===== config.mk =====
export PLATFORM = sky130hd
export DESIGN_NAME = time_set_ctrl
export DESIGN_NICKNAME = d
export VERILOG_FILES = /design/src/rtl/time_set_ctrl.sv
export SDC_FILE = /design/constraint.sdc
export NUM_CORES = 1
export LEC_CHECK = 0
export ABC_AREA = 1
export CAP_MARGIN = 10
export CORE_MARGIN = 4
export CORE_UTILIZATION = 40
export CTS_BUF_LIST = sky130_fd_sc_hd__clkbuf_2
export DETAILED_ROUTE_END_ITERATION = 8
export GPL_TIMING_DRIVEN = 0
export PLACE_DENSITY = 0.74
export REMOVE_ABC_BUFFERS = 1
export SLEW_MARGIN = 30
export SYNTH_ARGS = -nofsm -noshare
export SYNTH_HDL_FRONTEND = slang
export SYNTH_SLANG_ARGS = --single-unit
export TNS_END_PERCENT = 30

===== constraint.sdc =====
create_clock -name clk -period 2.3 [get_ports clk]
set_input_delay 0.345 -clock clk [delete_from_list [all_inputs] [get_ports clk]]
set_output_delay 0.345 -clock clk [all_outputs]
set_load 0.01 [all_outputs]

===== src/rtl/time_set_ctrl.sv =====
// time_set_ctrl
// Strobe generator and RUN/EDIT controller for an MM:SS clock built from
// four external BCD digit counters. Digit 0 is sec ones, 1 is sec tens,
// 2 is min ones and 3 is min tens.
//
// Ports
//   clk, rst_n  : system clock, synchronous active-low reset
//   tick        : one-cycle 1 Hz pulse
//   key_mode    : enter edit / advance digit / leave edit (one-cycle pulse)
//   key_inc     : increment the selected digit while editing (one-cycle pulse)
//   key_clr     : clear all digits (one-cycle pulse)
//   q_digits    : current counter values, 4 bits per digit
//   en          : per-digit count enable
//   ld_n        : per-digit active-low load strobe
//   ld_data     : load value shared by all digits
//   clr_n       : active-low clear to all digits
//   sel         : digit under edit
//   blank       : per-digit blank mask (blinks the edited digit)
//   wrap        : one-cycle pulse on 59:59 -> 00:00
//   editing     : high while in EDIT
// Every output comes straight from a flop, so ld_n and clr_n are glitch-free.
module time_set_ctrl #(
  parameter logic [3:0] ONES_MAX = 4'd9,
  parameter logic [3:0] TENS_MAX = 4'd5
) (
  input  logic        clk,
  input  logic        rst_n,
  input  logic        tick,
  input  logic        key_mode,
  input  logic        key_inc,
  input  logic        key_clr,
  input  logic [15:0] q_digits,
  output logic [3:0]  en,
  output logic [3:0]  ld_n,
  output logic [3:0]  ld_data,
  output logic        clr_n,
  output logic [1:0]  sel,
  output logic [3:0]  blank,
  output logic        wrap,
  output logic        editing
);

  typedef enum logic {RUN, EDIT} state_t;

  state_t      state_q, state_d;
  logic [1:0]  sel_q, sel_d;
  logic        phase_q, phase_d;
  logic [3:0]  en_q, en_d;
  logic [3:0]  ld_n_q, ld_n_d;
  logic [3:0]  ld_data_q, ld_data_d;
  logic        clr_n_q, clr_n_d;
  logic        wrap_q, wrap_d;
  logic [3:0]  blank_q, blank_d;

  // Which digits currently sit at their terminal value. The cascade is
  // decoded from the counter values themselves rather than from counter
  // carries, which keeps the enable path free of combinational loops.
  logic [3:0] at_max;

  genvar gi;
  generate
    for (gi = 0; gi < 4; gi++) begin : g_at_max
      localparam logic [3:0] DIGIT_MAX = (gi % 2 == 1) ? TENS_MAX : ONES_MAX;
      assign at_max[gi] = (q_digits[4*gi +: 4] == DIGIT_MAX);
    end
  endgenerate

  logic [3:0] sel_val;
  logic [3:0] sel_max;

  assign sel_val = q_digits[{sel_q, 2'b00} +: 4];
  assign sel_max = sel_q[0] ? TENS_MAX : ONES_MAX;

  always_comb begin
    state_d   = state_q;
    sel_d     = sel_q;
    phase_d   = phase_q;
    en_d      = 4'b0000;
    ld_n_d    = 4'hF;
    ld_data_d = ld_data_q;
    clr_n_d   = 1'b1;
    wrap_d    = 1'b0;

    // Only the highest-priority event of a cycle acts; the rest are dropped.
    if (key_clr) begin
      clr_n_d = 1'b0;
    end else if (key_mode) begin
      if (state_q == RUN) begin
        state_d = EDIT;
        sel_d   = 2'd3;
        phase_d = 1'b0;
      end else if (sel_q == 2'd0) begin
        state_d = RUN;
        phase_d = 1'b0;
      end else begin
        sel_d = sel_q - 2'd1;
      end
    end else if (key_inc && (state_q == EDIT)) begin
      ld_n_d[sel_q] = 1'b0;
      // Out-of-range values (e.g. 7 on a tens digit) also restart at 0.
      ld_data_d = (sel_val >= sel_max) ? 4'd0 : sel_val + 4'd1;
    end else if (tick) begin
      if (state_q == EDIT) begin
        phase_d = ~phase_q;
      end else begin
        en_d   = {&at_max[2:0], &at_max[1:0], at_max[0], 1'b1};
        wrap_d = &at_max;
      end
    end

    blank_d = 4'b0000;
    if ((state_d == EDIT) && phase_d) begin
      blank_d = 4'b0001 << sel_d;
    end
  end

  always_ff @(posedge clk) begin
    if (!rst_n) begin
      state_q   <= RUN;
      sel_q     <= 2'd0;
      phase_q   <= 1'b0;
      en_q      <= 4'b0000;
      ld_n_q    <= 4'hF;
      ld_data_q <= 4'd0;
      clr_n_q   <= 1'b1;
      wrap_q    <= 1'b0;
      blank_q   <= 4'b0000;
    end else begin
      state_q   <= state_d;
      sel_q     <= sel_d;
      phase_q   <= phase_d;
      en_q      <= en_d;
      ld_n_q    <= ld_n_d;
      ld_data_q <= ld_data_d;
      clr_n_q   <= clr_n_d;
      wrap_q    <= wrap_d;
      blank_q   <= blank_d;
    end
  end

  assign en      = en_q;
  assign ld_n    = ld_n_q;
  assign ld_data = ld_data_q;
  assign clr_n   = clr_n_q;
  assign sel     = sel_q;
  assign blank   = blank_q;
  assign wrap    = wrap_q;
  assign editing = (state_q == EDIT);

endmodule


=== Word-level counts from Yosys, hierarchy flattened ===
Cells that the tools add are included.

* Flip-flop bits (word level): 22
* Word-level logic and storage cells: 61
* Input bits: 22
* Output and inout bits: 21

* Bitwise gates (word level): 7
* Magnitude comparators: 3
* Reductions and logical operators: 12
* Add/subtract/negate cells: 2
* Shifts and indexed selects: 2
* Eq/ne operators: 4
* Muxes and demuxes: 21

{| class="wikitable"
|+ Operators by type and width
! operator !! number
|-
| indexed part select 16 x 5 -> 4 bit || 1
|-
| two-way mux 1 bit || 14
|-
| == test 4 x 3 -> 1 bit (second input constant) || 2
|-
| == test 4 bit (second input constant) || 2
|-
| two-way mux 2 bit || 4
|-
| two-way mux 4 bit || 2
|-
| inverter 1 bit || 6
|-
| AND reduction 3 bit || 2
|-
| OR reduction 6 bit || 1
|-
| OR reduction 5 bit || 1
|-
| adder 4 x 1 -> 4 bit (second input constant) || 1
|-
| >= comparator 4 bit || 1
|-
| inverter 4 bit || 1
|-
| AND reduction 2 bit || 2
|-
| AND reduction 4 bit || 1
|-
| OR reduction 4 bit || 1
|-
| << shifter 1 x 2 -> 4 bit (first input constant) || 1
|-
| logical AND 1 bit || 3
|-
| less-than comparator 2 x 3 -> 1 bit (second input constant) || 1
|-
| demux 1 bit (select 2 bit) || 1
|-
| >= comparator 2 x 1 -> 1 bit (second input constant) || 1
|-
| logical NOT 2 bit || 1
|-
| subtractor 2 x 1 -> 2 bit (second input constant) || 1
|}

=== Logic depth before layout (Yosys ltp) ===
Gate-level depths: netlist of the first run.

* Word-level depth: 8
* Gate-level depth with buffers: 12
* Depth with buffers taken out: 12

=== Worst setup path after synthesis of the first run ===
Ideal clock, no wire load.

* Path kind: flip-flop to flip-flop
* From: register sel_q[0], in the netlist sel[0]
* To: register ld_data_q[2], in the netlist ld_data[2]
* Cell stages (with the launch flop): 12
* Period minus slack after synthesis: 1.733 ns
* Arrival time: 1.663 ns
* Required time: 2.230 ns
* Setup slack: 0.567 ns
* Buffers on the path: 0
* Library setup time: 0.070 ns
* Cells stage by stage: dfxtp_1 > inv_2 > nand2_1 > nand2_1 > nand2_1 > nand2_1 > ha_1 > a21oi_1 > o211ai_1 > nor2_4 > nand3_1 > a21oi_1

* Cells in the longest elaborated chain, start to end: 3
* Elaborated cells on any way between the ends: 5
* Those cells by class: add/sub (1); order compare (1); shift (1); mux (2)

{| class="wikitable"
|+ RTL lines
! item !! RTL line !! source
|-
| from (decl) || 46 || <nowiki>logic [1:0] sel_q, sel_d;</nowiki>
|-
| from (signal assigned) || 130 || <nowiki>sel_q <= sel_d;</nowiki>
|-
| indexed part select 16 x 5 -> 4 bit or two-way mux 4 bit (tied branches) || 71, 72 ||
|-
| adder 4 x 1 -> 4 bit or >= comparator 4 bit (tied branches) || 101 || <nowiki>ld_data_d = (sel_val >= sel_max) ? 4'd0 : sel_val + 4'd1;</nowiki>
|-
| two-way mux 4 bit (*) || 101 ||
|-
| to (signal assigned) || 134 || <nowiki>ld_data_q <= ld_data_d;</nowiki>
|-
| to (decl) || 50 || <nowiki>logic [3:0] ld_data_q, ld_data_d;</nowiki>
|}

Mark *: on every way between the ends. The rest lies on a longest branch, timed or not.
A chain may end at the register's enable or synchronous reset.

=== Worst setup path after layout of the first run ===
* From: register sel_q[0], in the netlist sel[0]
* To: register ld_data_q[3], in the netlist ld_data[3]

Same word-level chain as after synthesis.

==> out/metrics.cfg, run 1 <==
[run_status]
outcome = completed

[timing]
period_share = 0.852
worstMarginPinSlew_ns = 0.355
fin_setup_tns_ns = 0
fin_skew_ns = 0.0158
min_period_ns = 1.96
worst_slack_ns = 0.342
rsz0062_at_grt = false
hold_viol = 0
fmax_mhz = 511
slew_viol_final = 0
slew_headroom = 0.764
setup_viol = 0

[cells_and_area]
nNetsFinal = 219
drive_above_1_share = 0.0785
antenna_cells = 0
instances_no_fill = 221
area.growth.synth_to_final_pct = 42.4

[logic_synthesis]
ys_seq_area_frac = 0.413
syn_avg_cell_area_um2 = 7.26
synth_edf_count = 0
async_flop_share = 0
yosysTopAreaCell = dfxtp_1
synth_area_um2 = 1070
synth_cells = 147
synthMostInstantiatedCell = nand2_1
yosysTopAreaCellShare = 0.413
synth_seq_cells = 22
synthTopCellsByArea = dfxtp_1, nand2_1, ha_1
yosys_warnings = 0
ys.flop_type = dfxtp_1
synthTopCellsByCount = nand2_1, dfxtp_1, inv_1
synth_cell_types = 25

[clock_network]
cts_buffer_depth = 2
clock_latency_ns = 0.33
ctsRootBufferMaster = clkbuf_2
cts_num_sinks = 22
htree_levels = 1
cts_tree = done
cts_made_buffers = 3
clk_transition_reported_paths_ns = 0.21

[setup_path]
worst_path_largest_cell_delay_ns = 0.55
start_kind = flop
required_ns = 2.57
cp_num_buf_inv = 1
crit_family = flip-flops
crit_path_max_fanout = 16
worstPathArrival_ns = 2.22
slowest_stage = dfxtp_2
rrSetupSlack_ns = 0.34
end_kind = flop
cp_common_cell = nand2_1
crit_chain = inv_2 > nand2_1 > nand2_1 > nand2_1 > nand2_1 > ha_1 > a21oi_1 > o211ai_1 > nor2_4 > nand3_2 > a21oi_2
crit_type = reg2reg

[power]
p_per_area_nw_per_um2 = 469
p_leak_nw = 0.657
peakVddDrop_v = 0.000402

[place]
hpwl_um = 2060
io_buffers = 42
gp_congestion = 0.789
dp.cells = 217
place_ws_ns = 0.148

[drt]
ant_nets = 0
drt-total-wl_um = 2530
drc = 0
drt-initial-drc-count = 19
vias_per_cell = 4.67
vias = 1031
dr.pass1.iters = 4
wl_per_cell_um = 11.4

[die]
fp.dieArea_um2 = 3560
core_um2 = 2500
fp.dieH_um = 59.7
ioPinCount = 43
initial_core_util = 0.427
num_rows = 18
die-width_um = 59.7

[global_routing]
grt_usage = 0.151
grt_max_degree = 17
overflow = 0
grt_pass1_wl_um = 4080
antenna_found_initial = 0
grt_pass1_vias = 925

[run]
maxCapViolCount = 0

[worst_hold_path]
hold_class = reg2reg

-- power breakdown --
part / total, mW / internal [mW] / switching (mW)
combinational: 0.162 / 0.0781 / 0.0841
sequential: 0.400 / 0.389 / 0.0117
clock: 0.150 / 0.0378 / 0.113
-- kinds of logic (layout without fill, tap and decap cells) --
kind of cell | Yosys count | in the layout | synth area share
AO/OA/AOI/OAI | 15 | 15 | 0.0856
adder cells (fa/ha/maj) | 5 | 5 | 0.0586
buffers and inverters | 17 | 61 | 0.0762
flip-flops | 22 | 22 | 0.413
AND/OR/NAND/NOR | 88 | 88 | 0.367
-- path summary, 6_finish.rpt --
path / from / to / cells after the start
worst max register to register: sel[0]$_SDFF_PN0_ / ld_data[3]$_SDFFE_PN0P_ / 11
worst min register to register: ld_data[1]$_SDFFE_PN0P_ / ld_data[1]$_SDFFE_PN0P_ / 2
worst max-delay path: sel[0]$_SDFF_PN0_ / ld_data[3]$_SDFFE_PN0P_ / 11
worst min-delay path: ld_data[1]$_SDFFE_PN0P_ / ld_data[1]$_SDFFE_PN0P_ / 2
-- routing by layer --
layer  global-route usage  vias to the layer above  share of wire
li1                     -                      554              -
met1                0.201                      453           0.45
met2                0.242                       19           0.50
met3               0.0346                        5          0.040
met4               0.0475                        0          0.011
met5                    0                        -              0
-- tightest hold or removal path: cells and delay by family, from the launching register on --
family / cells / cell delay, ns
AO/OA/AOI/OAI: 1 / 0.06
flip-flops: 1 / 0.36
AND/OR/NAND/NOR: 1 / 0.06
-- registers in the layout (all words and copies together), names as in the netlist --
register  cells
editing       1
phase_q       1
wrap          1
ld_data       4
clr_n         1
en            4
blank         4
sel           2
ld_n          4
-- area by class of cell --
| cell class | count | area [um^2] |
|---|---|---|
| clock buffers | 3 | 15.0 |
| fillers | 231 | 980 |
| flip-flops and latches | 22 | 442 |
| inverters | 15 | 56.3 |
| multi-input cells | 108 | 546 |
| repair buffers | 42 | 420 |
| clock inverters | 1 | 3.75 |
| well taps | 30 | 37.5 |
-- stage by stage --
stage                     area, um^2  hold slack (ns)  power [mW]   util
after global routing            1520            0.512       0.760  0.608
after CTS                       1520            0.492       0.719  0.608
after global placement          1500            0.458       0.565  0.600
final                           1520            0.485       0.713  0.608
after detailed placement        1500            0.465       0.570  0.600
after floorplan                 1040            0.407       0.497      -
-- what timing repair did --
item / CTS / global route
endpoints found under the setup margin: 0 / 4
gates resized for setup: 0 / 1
hold buffers: 0 / 0
setup buffers: 0 / 0
-- layout by cell type, fill, tap and decap left out, drive strengths merged --
cell / count
nand2: 57
clkdlybuf4s50: 42
dfxtp: 22
inv: 15
nor2: 13
nand3: 9
a21oi: 7
ha: 5
nor3: 4
o21ai: 4
clkbuf: 3
o22ai: 2
nand3b: 2
a31oi: 1
and2: 1
nand4: 1
o211ai: 1
or2: 1
clkinv: 1
Note: power is estimated with default switching activity, not from simulation.
==> inputs of run 2 (changes only) <==
--- a/config.mk
+++ b/config.mk
@@ -10,9 +10,11 @@
 export CORE_MARGIN = 4
 export CORE_UTILIZATION = 40
 export CTS_BUF_LIST = sky130_fd_sc_hd__clkbuf_2
+export CTS_CLUSTER_SIZE = 28
 export DETAILED_ROUTE_END_ITERATION = 8
+export DONT_BUFFER_PORTS = 1
 export GPL_TIMING_DRIVEN = 0
-export PLACE_DENSITY = 0.74
+export PLACE_DENSITY = 0.53
 export REMOVE_ABC_BUFFERS = 1
 export SLEW_MARGIN = 30
 export SYNTH_ARGS = -nofsm -noshare
==> out/metrics.cfg, run 2 (synthesis gave the netlist of run 1 again) <==
[run_status]
outcome = completed  ; unchanged

[timing]
rsz0062_at_grt = false  ; unchanged
slew_viol_final = 0  ; unchanged
fin_skew_ns = 0.0133  ; was 0.0158 ns
hold_viol = 0  ; unchanged
worstMarginPinSlew_ns = 0.397  ; was 0.355 ns
slew_headroom = 0.735  ; was 0.764
min_period_ns = 1.98  ; was 1.96 ns
setup_viol = 0  ; unchanged
fin_setup_tns_ns = 0  ; unchanged
hold_ws_ns = 0.0768  ; was 0.485 ns
period_share = 0.862  ; was 0.852
fmax_mhz = 504  ; was 511 MHz

[clock_network]
cts_buffer_depth = 2  ; unchanged
cts_tree = done  ; unchanged
cts_setup_buffers = 0  ; unchanged
ctsRootBufferMaster = clkbuf_2  ; unchanged
clk_transition_reported_paths_ns = 0.21  ; about the same
clock_latency_ns = 0.32  ; was 0.33 ns
htree_levels = 1  ; unchanged
cts-hold-fix-buffers = 0  ; unchanged
cts_num_sinks = 22  ; unchanged
postCtsResizedCells = 0  ; unchanged
cts_made_buffers = 3  ; unchanged

[setup_path]
crit_path_max_fanout = 16  ; unchanged
rrSetupSlack_ns = 0.32  ; was 0.34 ns
crit_type = reg2reg  ; unchanged
crit_chain = inv_2 > nand2_1 > nand2_1 > nand2_1 > nand2_1 > ha_1 > a21oi_1 > o211ai_1 > nor2_4 > nand3_1 > a21oi_1  ; was inv_2 > nand2_1 > nand2_1 > nand2_1 > nand2_1 > ha_1 > a21oi_1 > o211ai_1 > nor2_4 > nand3_2 > a21oi_2
ff2ff_path_depth = 11  ; unchanged
critPathLaunch = sel[0]$_SDFF_PN0_  ; unchanged
cp_common_cell = nand2_1  ; unchanged
required_ns = 2.58  ; was 2.57 ns
rr_startpoint = sel[0]$_SDFF_PN0_  ; unchanged
start_kind = flop  ; unchanged
crit_family = flip-flops  ; unchanged
slowest_stage = dfxtp_2  ; unchanged
path_depth = 11  ; unchanged
worstPathArrival_ns = 2.26  ; was 2.22 ns
r2r_end = ld_data[2]$_SDFFE_PN0P_  ; was ld_data[3]$_SDFFE_PN0P_
endpoint = ld_data[2]$_SDFFE_PN0P_  ; was ld_data[3]$_SDFFE_PN0P_
cp_num_buf_inv = 1  ; unchanged
end_kind = flop  ; unchanged
worst_path_largest_cell_delay_ns = 0.57  ; was 0.55 ns

[global_routing]
grt_max_degree = 17  ; unchanged
antenna_found_initial = 0  ; unchanged
grt_pass1_vias = 846  ; was 925
grt_pass1_wl_um = 3470  ; was 4080 um
grt_usage = 0.128  ; was 0.151
overflow = 0  ; unchanged

[run]
maxCapViolCount = 0  ; unchanged

[drt]
drt-total-wl_um = 2130  ; was 2530 um
ant_nets = 0  ; unchanged
dr.pass1.iters = 4  ; unchanged
drt-initial-drc-count = 19  ; unchanged
vias = 887  ; was 1031
drc = 0  ; unchanged
vias_per_cell = 4.96  ; was 4.67
wl_per_cell_um = 11.9  ; was 11.4 um

[cells_and_area]
nNetsFinal = 177  ; was 219
final_cell_mix = nand2_1, dfxtp_1, inv_1  ; was nand2_1, clkdlybuf4s50_1, dfxtp_1
antenna_cells = 0  ; unchanged
instances_no_fill = 179  ; was 221
area.growth.synth_to_final_pct = 5.51  ; was 42.4%
final_common_cell = nand2_1  ; unchanged
drive_above_1_share = 0.107  ; was 0.0785

[power]
peakVddDrop_v = 0.000296  ; was 0.000402 V
p_leak_nw = 0.511  ; was 0.657 nW
p_per_area_nw_per_um2 = 687  ; was 469 nW/um^2
p_total_uw = 773  ; was 713 uW

[place]
dp.cells = 175  ; was 217
hpwl_um = 1740  ; was 2060 um
gp_congestion = 0.787  ; was 0.789
io_buffers = 0  ; was 42

[die]
ioPinCount = 43  ; unchanged
fp.dieArea_um2 = 3560  ; unchanged
fp.dieH_um = 59.7  ; unchanged
core_um2 = 2500  ; unchanged
die-width_um = 59.7  ; unchanged
initial_core_util = 0.427  ; unchanged
num_rows = 18  ; unchanged

[worst_hold_path]
hold_class = in2reg  ; was reg2reg

[run 2: cell count changes in the layout (fill, tap and decap cells not counted)]
cell,previous run,this run
clkdlybuf4s50_1,42,0
bufinv_16,0,1
clkinv_1,1,0
[run 2: worst reg2reg max path: cells and delay by family, from the launching register on]
kind,cells,cell delay [ns]
compound gates,3,0.39
simple gates,6,0.51
fa+ha+maj,1,0.32
buf+inv,1,0.15
flops,1,0.57
[run 2: area by class of cell]
cell class / count / area (um^2)
Inverter: 15 / 56.3
Fill cell: 274 / 1370
Sequential cell: 22 / 442
Multi-Input combinational cell: 108 / 546
Clock buffer: 3 / 15.0
Clock inverter: 1 / 30.0
Tap cell: 30 / 37.5
[run 2: metal layers]
metal	share of wire	vias to the layer above	global-route usage
li1	-	470	-
met1	0.46	384	0.169
met2	0.41	29	0.190
met3	0.11	4	0.0367
met4	0.015	0	0.0665
met5	0	-	0
[run 2: worst min path at each step]
stage / to / cells past startpoint / from
floorplan: clr_n$_SDFF_PN1_ / 1 / key_clr
global placement: clr_n$_SDFF_PN1_ / 1 / key_clr
detailed placement: clr_n$_SDFF_PN1_ / 1 / key_clr
CTS: clr_n$_SDFF_PN1_ / 1 / key_clr
global route: clr_n$_SDFF_PN1_ / 1 / key_clr
finish: clr_n$_SDFF_PN1_ / 1 / key_clr
[run 2: stage by stage]
stage          utilization  instance area [um^2]  setup WS, ns
3_5_place_dp         0.432                  1080        0.0875
5_1_grt              0.450                  1130         0.115
2_1_floorplan            -                  1040         0.406
4_1_cts              0.450                  1120        0.0427
6_report             0.450                  1130         0.317
3_3_place_gp         0.432                  1080         0.109
[run 2: power breakdown]
group          total [mW]  leakage, nW  internal (mW)  switching [mW]
sequential          0.404        0.179          0.389          0.0157
combinational       0.105        0.306         0.0376          0.0676
clock               0.264       0.0266          0.150           0.114
